--- config.mk ---
export PLATFORM = sky130hd
export DESIGN_NAME = pulse_scan_sequencer
export DESIGN_NICKNAME = d
export VERILOG_FILES = /design/src/rtl/pulse_scan_sequencer.sv
export SDC_FILE = /design/constraint.sdc
export NUM_CORES = 1
export LEC_CHECK = 0
export BUFFER_PORTS_ARGS = -buffer_cell sky130_fd_sc_hd__buf_2
export CAP_MARGIN = 25
export CORE_MARGIN = 3
export CORE_UTILIZATION = 45
export DETAILED_ROUTE_END_ITERATION = 8
export GPL_ROUTABILITY_DRIVEN = 0
export PLACE_DENSITY = 0.77
export SLEW_MARGIN = 5
export SYNTH_ARGS = -nofsm -noshare
export SYNTH_HDL_FRONTEND = slang
export SYNTH_SLANG_ARGS = --single-unit
--- constraint.sdc ---
create_clock -name clk -period 3.6 [get_ports clk]
set_input_delay 0.36 -clock clk [delete_from_list [all_inputs] [get_ports clk]]
set_output_delay 0.36 -clock clk [all_outputs]
set_load 0.02 [all_outputs]
--- src/rtl/pulse_scan_sequencer.sv ---
// Pulse scan sequencer: sweeps del_out over n_points, n_shots sync edges each.
// Optional phase cycling (even shot count, toggling phase) via SCAN_PHASE_CYCLE_EN.
module pulse_scan_sequencer #(
  parameter int DW           = 16,
  parameter int CW           = 16,
  parameter int SETTLE_SHOTS = 2
) (
  input  logic          clk,
  input  logic          rst,
  input  logic          start,
  input  logic          abort,
  input  logic          sync_in,
  input  logic [DW-1:0] del_start,
  input  logic [DW-1:0] del_step,
  input  logic [CW-1:0] n_points,
  input  logic [CW-1:0] n_shots,
  output logic [DW-1:0] del_out,
  output logic [CW-1:0] point_idx,
  output logic [CW-1:0] shot_cnt,
  output logic          busy,
  output logic          point_done,
  output logic          done,
  output logic          phase
);

  typedef enum logic [1:0] {IDLE, SETTLE, ACQ, FIN} state_t;

  localparam logic [CW-1:0] SETTLE_N = CW'(SETTLE_SHOTS);

  state_t        state_q, state_d;
  logic [DW-1:0] del_q, del_d;
  logic [DW-1:0] step_q, step_d;
  logic [CW-1:0] npts_q, npts_d;
  logic [CW-1:0] nshots_q, nshots_d;
  logic [CW-1:0] pidx_q, pidx_d;
  logic [CW-1:0] shot_q, shot_d;
  logic [CW-1:0] settle_q, settle_d;
  logic          busy_q, busy_d;
  logic          pdone_q, pdone_d;
  logic          done_q, done_d;
  logic          s1_q, s2_q, s3_q;
  logic          sync_edge;
  logic [CW-1:0] nsh_in;

  // s1/s2 resynchronise sync_in; s3 holds the previous level for edge detect
  assign sync_edge = s2_q & ~s3_q;

`ifdef SCAN_PHASE_CYCLE_EN
  logic phase_q, phase_d;
  logic acq_entry, acq_edge;

  assign nsh_in    = n_shots + {{(CW-1){1'b0}}, n_shots[0]};
  assign acq_entry = (state_d == ACQ) && (state_q != ACQ);
  assign acq_edge  = (state_q == ACQ) && sync_edge && !abort;

  always_comb begin
    phase_d = phase_q;
    if (acq_entry)     phase_d = 1'b0;
    else if (acq_edge) phase_d = ~phase_q;
  end

  always_ff @(posedge clk) begin
    if (rst) phase_q <= 1'b0;
    else     phase_q <= phase_d;
  end

  assign phase = phase_q;
`else
  assign nsh_in = n_shots;
  assign phase  = 1'b0;
`endif

  always_comb begin
    state_d  = state_q;
    del_d    = del_q;
    step_d   = step_q;
    npts_d   = npts_q;
    nshots_d = nshots_q;
    pidx_d   = pidx_q;
    shot_d   = shot_q;
    settle_d = settle_q;
    pdone_d  = 1'b0;
    done_d   = 1'b0;
    unique case (state_q)
      IDLE: begin
        if (start && !abort) begin
          del_d    = del_start;
          step_d   = del_step;
          npts_d   = n_points;
          nshots_d = nsh_in;
          pidx_d   = '0;
          shot_d   = '0;
          settle_d = '0;
          if ((n_points == '0) || (nsh_in == '0)) state_d = FIN;
          else                                    state_d = SETTLE;
        end
      end
      SETTLE: begin
        if (settle_q == SETTLE_N) begin
          state_d = ACQ;
        end else if (sync_edge) begin
          settle_d = settle_q + CW'(1);
          if (settle_d == SETTLE_N) state_d = ACQ;
        end
      end
      ACQ: begin
        if (sync_edge) begin
          shot_d = shot_q + CW'(1);
          if (shot_d == nshots_q) begin
            pdone_d = 1'b1;
            if (pidx_q == npts_q - CW'(1)) begin
              state_d = FIN;
            end else begin
              pidx_d   = pidx_q + CW'(1);
              del_d    = del_q + step_q;
              shot_d   = '0;
              settle_d = '0;
              state_d  = SETTLE;
            end
          end
        end
      end
      FIN: begin
        done_d  = 1'b1;
        state_d = IDLE;
      end
      default: state_d = IDLE;
    endcase
    if (abort && (state_q != IDLE)) begin
      state_d = IDLE;
      del_d   = del_q;
      pidx_d  = pidx_q;
      shot_d  = shot_q;
      pdone_d = 1'b0;
      done_d  = 1'b0;
    end
    // busy stays up through the cycle that carries done
    busy_d = (state_d != IDLE) || ((state_q == FIN) && !abort);
  end

  always_ff @(posedge clk) begin
    if (rst) begin
      state_q  <= IDLE;
      del_q    <= '0;
      step_q   <= '0;
      npts_q   <= '0;
      nshots_q <= '0;
      pidx_q   <= '0;
      shot_q   <= '0;
      settle_q <= '0;
      busy_q   <= 1'b0;
      pdone_q  <= 1'b0;
      done_q   <= 1'b0;
      s1_q     <= 1'b0;
      s2_q     <= 1'b0;
      s3_q     <= 1'b0;
    end else begin
      state_q  <= state_d;
      del_q    <= del_d;
      step_q   <= step_d;
      npts_q   <= npts_d;
      nshots_q <= nshots_d;
      pidx_q   <= pidx_d;
      shot_q   <= shot_d;
      settle_q <= settle_d;
      busy_q   <= busy_d;
      pdone_q  <= pdone_d;
      done_q   <= done_d;
      s1_q     <= sync_in;
      s2_q     <= s1_q;
      s3_q     <= s2_q;
    end
  end

  assign del_out    = del_q;
  assign point_idx  = pidx_q;
  assign shot_cnt   = shot_q;
  assign busy       = busy_q;
  assign point_done = pdone_q;
  assign done       = done_q;

endmodule

* Yosys cells after proc, flatten, opt, wreduce, memory -nomap -nowiden
Index checks and enable logic that the tools add are counted.
** Word-level totals
- Output and inout bits :: 52
- Logic and storage cells :: 88
- Flip-flop bits (word level) :: 120
- Input port bits :: 69
** Cells by class
- Multiplexer cells :: 32
- Bitwise gates (word level) :: 5
- Reduce and logical (&&, ||, !) cells :: 19
- Equality and inequality tests :: 13
- Add/sub/neg operators :: 5
** Operator list (count)
- 16-bit two-way mux :: 16
- 16-bit one-hot mux with 2 select lines :: 3
- 16-bit by 1-bit adder with 16-bit output, second input constant :: 3
- 16-bit one-hot mux with 3 select lines :: 1
- 16-bit equality test :: 2
- 16-bit by 2-bit equality test with 1-bit output, second input constant :: 2
- 16-bit logical NOT :: 2
- 2-bit two-way mux :: 9
- 16-bit adder :: 1
- 16-bit by 1-bit subtractor with 16-bit output, second input constant :: 1
- 2-bit inequality test, second input constant :: 6
- 2-bit one-hot mux with 4 select lines :: 1
- 7-bit AND reduction :: 1
- 6-bit AND reduction :: 1
- 2-bit nonzero test :: 3
- 2-bit equality test, second input constant :: 2
- 1-bit inverter :: 4
- 4-bit AND reduction :: 1
- 4-bit OR reduction :: 1
- 1-bit logical AND :: 3
- 3-bit nonzero test :: 1
- 2-bit by 1-bit equality test with 1-bit output, second input constant :: 1
- 2-bit logical NOT :: 1
- 1-bit logical OR :: 2
- 5 further kinds :: 6

* Depth between registers and ports, before layout
Gate-level depths: netlist of run 1.
- Word-level depth :: 9
- Depth in mapped cells :: 13
- Depth with buffers taken out :: 12

* Least setup slack after synthesis of run 1
OpenSTA, ideal clock, no wires.
- Kind :: reg2reg
- Start :: reg npts_q[0]
- End :: reg shot_q[14], in the netlist shot_cnt[14]
- Path buffers :: 2
- Library setup time :: 0.074 ns
- Required time :: 3.526 ns
- Cell stages (with the launch flop) :: 14
- Arrival time :: 3.219 ns
- Period minus slack after synthesis :: 3.293 ns
- Setup slack :: 0.307 ns
- Cell sequence :: dfxtp_1 -> inv_1 -> ha_1 -> or4b_4 -> or4b_1 -> and3_1 -> o31a_1 -> a2111oi_2 -> a211oi_2 -> buf_6 -> nor3_4 -> buf_6 -> nand2_1 -> a31oi_1
** Between the ends
- Word-level cells in the longest chain between the ends :: 6
** RTL lines
- from (decl) :: line 33 : logic [CW-1:0] npts_q, npts_d;
- from (signal assigned) :: line 161 : npts_q <= npts_d;
- 16-bit by 1-bit subtractor with 16-bit output :: line 111 : if (pidx_q == npts_q - CW'(1)) begin
- 16-bit equality test :: line 111
- 16-bit two-way mux :: line 111
- 16-bit two-way mux :: line 109 : if (shot_d == nshots_q) begin
- 16-bit two-way mux :: line 107 : if (sync_edge) begin
- 16-bit one-hot mux with 2 select lines :: line 84 : unique case (state_q)
- to (signal assigned) :: line 164 : shot_q <= shot_d;
- to (decl) :: line 36 : logic [CW-1:0] shot_q, shot_d;
No other way between the ends. The select of a mux whose other input is x is not followed.
A chain may end at the register's enable or synchronous reset.

* Worst setup path in the final report of run 1
- Start :: reg npts_q[0]
- End :: reg settle_q[10]
** Between the ends
- Word-level cells in the longest chain between the ends :: 4
** RTL lines
- 16-bit by 1-bit subtractor with 16-bit output :: line 111
- 16-bit equality test :: line 111
- 2-bit inequality test (no source line)
- 7-bit AND reduction (no source line)
- to (signal assigned) :: line 165 : settle_q <= settle_d;
- to (decl) :: line 37 : logic [CW-1:0] settle_q, settle_d;
No other way between the ends.

==> metrics.yaml, run 1 <==
outcome:
  status: "finished, final reports clean"
placed_design:
  portBuffers: 119
  post-dp-hpwl_um: 14210
setup_path:
  cp_max_fo: 9
  critPathLaunchType: "flop"
  worstPathRequired_ps: 3960
  slowest_stage: "or4b_1"
  endpoint_kind: "flop"
  worstPathCellList: "inv_1 > ha_1 > or4b_4 > or4b_1 > and3_1 > o31a_1 > a2111oi_2 > a211oi_2 > buf_4 > o21bai_2 > and2_1 > a211o_1"
  rr_worst_depth: 12
  r2r_end: "settle_q[10]$_SDFFE_PP0P_"
  startpoint: "npts_q[0]$_SDFFE_PP0P_"
  reg2reg_slack_ps: 170
  crit_path_max_incr_delay_ps: 520
  cp_data_arrival_time_ps: 3800
  crit_end: "settle_q[10]$_SDFFE_PP0P_"
  rr_startpoint: "npts_q[0]$_SDFFE_PP0P_"
  crit_type: "reg -> reg"
floorplanning:
  die_h_um: 133.2
  die_w_um: 133.2
  initial_core_util_pct: 46.99
  coreArea_um2: 15480
  top_level_ports: 121
  row_count: 45
  die_area_um2: 17730
timing:
  setup_viol: 0
  post-route-period-util_pct: 95.33
  slew_violations: 0
  relSlewSlack_pct: 39.60
  tightest_slew_ps: 897.7
  finClkSkew_ps: 7.543
  fmax_mhz: 291.4
  finalSetupTns_ps: 0
  min_period_ps: 3432
  rsz0062_at_grt: "no"
  final_hold_viol_count: 0
grt:
  grt_start_max_net_pins: 49
  antenna_found_initial: 2
  gr-total-overflow: 0
  grt_pass1_wl_um: 32270
  track_usage_pct: 22.02
  grt_pass1_vias: 6671
drt:
  ant_nets: 0
  wl_per_cell_um: 15.57
  vias: 7227
  drc: 0
  via_per_inst: 5.664
  wirelength_um: 19860
  drt_iter0_markers: 562
  dr.pass1.iters: 7
clock_network:
  cts_resized: 0
  cts_buffer_depth: 2
  holdBufCountCts: 0
  htreeDepth: 4
  ctsRootBufferMaster: "clkbuf_16"
  cts_inserted_buffers: 17
  cts_setup_buffers: 0
  cts_sinks: 120
  cts.clk_slew.worst_paths_ps: 60
  clk_latency_ps: 420
  cts_tree: "done"
min_path:
  min_path_type: "in -> reg"
  hold_depth: 2
  min_from: "sync_in"
pwr:
  power_density_nw_per_um2: 406.7
  vdd_drop_max_uv: 335.5
  p_leak_nw: 3.640
  clock_power_share_pct: 49.0
  power_switching_w: 0.0009178
  netSwitchingFraction_pct: 25.83
  cell_internal_pwr_w: 0.002636
  seqPwrFrac_pct: 39.5
  combPwrFrac_pct: 11.5
synth:
  yosysMostFrequentCell: "nand2_1"
  synth_common_cells: "nand2_1, dfxtp_1, a21oi_1"
  yosys.area.top_type_share_pct: 33.02
  synth_area_per_cell_um2: 7.699
  ys_types: 73
  synthCells: 945
  synth-edff-count: 0
  ys_ff_latch: 120
  synth_fp_nets: 1036
  synthFlopType: "dfxtp_1"
  synth_top_area_cell: "dfxtp_1"
  syn_area_um2: 7276
  yosysSeqAreaShare_pct: 33.02
  async_reset_ff_share_pct: 0
  yosysWarnings: 0
  ys_top_cells_by_area: "dfxtp_1, nand2_1, a21oi_1"
final_layout:
  final_core_util_pct: 56.43
  fill_cells: 1442
  synthToLayoutAreaGrowth_pct: 20.09
  final_nets: 1142
  drive_above_1_share_pct: 18.61
flow_run:
  cap_viol_max_count: 0
placed cells by master, fill, tap and decap left out, drive strengths merged, types with 10 or more instances in the layout:
master,count
a31oi,16
ha,21
dfxtp,120
mux2i,21
buf,148
nor2b,12
nor2,60
nor4,15
or4,11
xnor2,26
nand2b,14
nand3,51
or3,10
inv,23
nand4,15
nand2,151
nor3,27
a21oi,89
xor2,27
a21o,12
a211oi,10
o21ai,30
clkbuf,18
o31ai,18
area by class of cell:
type                    instances  area [um2]  area share [%]
multi-input cells             742        4543           52.00
well taps                     211       264.0           3.022
repair buffers                148       838.3           9.595
clock buffers                  18       429.2           4.912
clock inverters                14       175.2           2.005
flip-flops and latches        120        2402           27.50
diodes                          1       2.502         0.02864
inverters                      22       82.58          0.9452
state kept, by name (all words and copies together), names as in the netlist, 2 cells and up:
signal,count
point_idx,16
del_out,16
npts_q,16
step_q,16
shot_cnt,16
state_q,2
nshots_q,16
settle_q,16
worst min path at each step:
stage,endpoint,slack (ps)
final,s1_q$_SDFF_PP0_,150
after detailed placement,s2_q$_SDFF_PP0_,430
after CTS,s1_q$_SDFF_PP0_,130
after floorplan,s2_q$_SDFF_PP0_,410
after global routing,step_q[1]$_SDFFE_PP0P_,160
after global placement,s2_q$_SDFF_PP0_,420
through the flow:
step           cells  setup slack, ps  instance area [um2]  power, W  hold slack, ps
2_1_floorplan    945            307.3                 7276  0.001706           413.8
3_3_place_gp    1243            239.8                 8124  0.001825           418.2
3_5_place_dp    1243            202.9                 8124  0.001833           428.4
4_1_cts         1275            181.8                 8728  0.003584           131.0
5_1_grt         1276            15.26                 8737  0.003693           164.2
6_report        1276            168.1                 8737  0.003553           149.4
layer usage:
layer  GRT usage (%)  vias up  wire, um  share of wire (%)
met5               0        -        14              0.070
met4           7.314        2       330                1.7
met2           35.13      204      9263                 47
met1           29.44     3357      9091                 46
li1                -     3633         -                  -
met3           5.249       31      1163                5.9
power groups by stage:
stage               combinational (W)  clock (W)  sequential (W)
finish                       0.000407    0.00174         0.00140
global route                 0.000452    0.00183         0.00141
CTS                          0.000405    0.00178         0.00140
detailed placement           0.000402          0         0.00143
global placement             0.000395          0         0.00143
floorplan                    0.000271          0         0.00143
worst max-delay path: cells and delay by family, from the launching register on:
family          cells  cell delay, ps
simple gates        4            1560
compound gates      5            1040
flops               1             350
buf+inv             2             280
fa+ha+maj           1             150
kinds of logic after synthesis:
| logic type | after synthesis | synth area share, % |
|---|---|---|
| AND/OR/NAND/NOR | 407 | 27.60 |
| AO/OA/AOI/OAI | 237 | 20.89 |
| flip-flops | 120 | 33.02 |
| buffers and inverters | 83 | 4.901 |
| XOR/XNOR | 53 | 6.380 |
| adder cells (fa/ha/maj) | 22 | 3.886 |
| multiplexers | 22 | 3.267 |
| other | 1 | 0.05154 |
No activity file was read; power rests on OpenSTA's default activity.
==> run 2, diff against run 1 <==
CTS_BUF_LIST = sky130_fd_sc_hd__clkbuf_8 sky130_fd_sc_hd__clkbuf_16   (was unset)
==> run 2 against run 1 <==
Against the previous run:
- via count about the same
- sequential power about the same
- largest power group unchanged
- first-iteration DRC count is the same
- register-to-register slack hardly changed
- hold slack hardly changed
- global-route usage stayed put
- count of clock-buffer cells in the layout shrank 1
- utilization stayed put
- critical path type unchanged
- clock skew about the same
==> metrics.yaml, run 2 (synthesized netlist as in run 1, its figures left out) <==
drt:
  wirelength_um: 19860  # about the same
  via_per_inst: 5.665  # about the same
  wl_met2_um: 9264  # about the same
  highest_layer: "met5"
  dr.pass1.iters: 7  # unchanged
  drc: 0  # unchanged
  wl_per_cell_um: 15.57  # about the same
  vias: 7228  # +0.014%
  drt_iter0_markers: 562  # unchanged
  wl_met1_um: 9091  # unchanged
  met3_length_um: 1163  # unchanged
  ant_nets: 0  # unchanged
timing:
  final_hold_viol_count: 0  # unchanged
  holdWs_ps: 149.4  # +0.003000 ps
  min_period_ps: 3432  # -0.001000 ps
  fmax_mhz: 291.4  # unchanged
  rsz0062_at_grt: "no"
  post-route-period-util_pct: 95.33  # about the same
  tightest_slew_ps: 897.7  # -0.0004768 ps
  slew_violations: 0  # unchanged
  finalSetupTns_ps: 0  # unchanged
  setup_slack_ps: 168.1  # +0.001000 ps
  relSlewSlack_pct: 39.60  # unchanged
  finClkSkew_ps: 7.543  # -0.00005000 ps
  setup_viol: 0  # unchanged
floorplanning:
  coreArea_um2: 15480  # unchanged
  initial_core_util_pct: 46.99  # unchanged
  die_h_um: 133.2  # unchanged
  top_level_ports: 121  # unchanged
  die_area_um2: 17730  # unchanged
  row_count: 45  # unchanged
  die_w_um: 133.2  # unchanged
clock_network:
  clk_latency_ps: 420  # about the same
  cts.clk_slew.worst_paths_ps: 60  # about the same
  cts_inserted_buffers: 17  # unchanged
  htreeDepth: 4  # unchanged
  cts_buffer_depth: 2  # unchanged
  cts_tree: "done"
  ctsRootBufferMaster: "clkbuf_16"
  cts_sinks: 120  # unchanged
  cts_setup_buffers: 0  # unchanged
min_path:
  min_path_type: "in -> reg"
setup_path:
  path_buf_inv: 2  # unchanged
  worstPathCellList: "inv_1 > ha_1 > or4b_4 > or4b_1 > and3_1 > o31a_1 > a2111oi_2 > a211oi_2 > buf_4 > o21bai_2 > and2_1 > a211o_1"
  endpoint_kind: "flop"
  critPathLaunchType: "flop"
  worstPathRequired_ps: 3960  # about the same
  crit_family: "simple AND/OR/NAND/NOR gates"
  cp_max_fo: 9  # unchanged
  crit_type: "reg -> reg"
  slowest_stage: "or4b_1"
  cp_data_arrival_time_ps: 3800  # about the same
  crit_path_max_incr_delay_ps: 520  # about the same
pwr:
  clock_power_share_pct: 49.0  # about the same
  netSwitchingFraction_pct: 25.86  # +0.028 points
  cell_internal_pwr_w: 0.002633  # -0.11%
  p_leak_nw: 3.644  # +0.11%
  combPwrFrac_pct: 11.5  # about the same
  power_density_nw_per_um2: 406.4  # about the same
  power_switching_w: 0.0009182  # about the same
  power.total_w: 0.003551  # about the same
  seqPwrFrac_pct: 39.5  # about the same
  vdd_drop_max_uv: 335.5  # about the same
placed_design:
  dp_slack_ps: 202.9  # unchanged
  post-dp-hpwl_um: 14210  # unchanged
  portBuffers: 119  # unchanged
  placedCellCount: 1243  # unchanged
grt:
  grt_start_max_net_pins: 49  # unchanged
  grt_pass1_wl_um: 32270  # unchanged
  track_usage_pct: 22.02  # unchanged
  gr-total-overflow: 0  # unchanged
  grt_pass1_vias: 6671  # unchanged
  antenna_found_initial: 2  # unchanged
final_layout:
  fill_cells: 1442  # unchanged
  final_common_cell: "nand2_1"
  final_nets: 1142  # unchanged
  seq_area_um2: 2402  # unchanged
  final_cell_mix: "nand2_1, dfxtp_1, buf_2"
  fin_cells: 1276  # unchanged
  drive_above_1_share_pct: 18.61  # unchanged
  synthToLayoutAreaGrowth_pct: 20.09  # unchanged
  multi_input_area_um2: 4543  # unchanged
outcome:
  status: "finished, final reports clean"
flow_run:
  cap_viol_max_count: 0  # unchanged
==> run 2: cell types whose count changed in the layout (fill, tap and decap cells not counted) <==
cell,previous run,this run
clkbuf_1,1,0
inv_1,22,23
==> run 2: path summary, 6_finish.rpt <==
check	start	endpoint	slack, ps	cells after the start
max reg2reg	npts_q[0]$_SDFFE_PP0P_	settle_q[10]$_SDFFE_PP0P_	170	12
min reg2reg	s1_q$_SDFF_PP0_	s2_q$_SDFF_PP0_	440	1
min	sync_in	s1_q$_SDFF_PP0_	150	2
max	npts_q[0]$_SDFFE_PP0P_	settle_q[10]$_SDFFE_PP0P_	170	12
==> run 2: what timing repair did <==
action / 4_1_cts / 5_1_grt
hold buffers: 0 / 0
gates resized for setup: 0 / 1
setup endpoints to repair: 0 / 4
==> run 2: power by group through the flow <==
stage / Clock, W / Sequential, W / Combinational, W
after global placement: 0 / 0.00143 / 0.000395
after CTS: 0.00178 / 0.00140 / 0.000405
final: 0.00174 / 0.00140 / 0.000407
after floorplan: 0 / 0.00143 / 0.000271
after global routing: 0.00183 / 0.00141 / 0.000452
after detailed placement: 0 / 0.00143 / 0.000402
==> run 2: area by class of cell <==
| type | instances | share of cell area (%) |
|---|---|---|
| Multi-Input combinational cell | 742 | 52.00 |
| Sequential cell | 120 | 27.50 |
| Timing Repair Buffer | 148 | 9.595 |
| Clock buffer | 17 | 4.869 |
| Tap cell | 211 | 3.022 |
| Clock inverter | 15 | 2.048 |
| Inverter | 22 | 0.9452 |
| Antenna cell | 1 | 0.02864 |
==> run 2: per-layer routing <==
metal  vias up  track usage, %
li1       3633               -
met1      3358           29.44
met2       204           35.13
met3        31           5.249
met4         2           7.314
met5         -               0
==> run 2: metrics by stage <==
step	area (um2)	utilization, %
CTS	8728	56.37
global route	8737	56.43
finish	8737	56.43
global placement	8124	52.47
detailed placement	8124	52.47
floorplan	7276	-
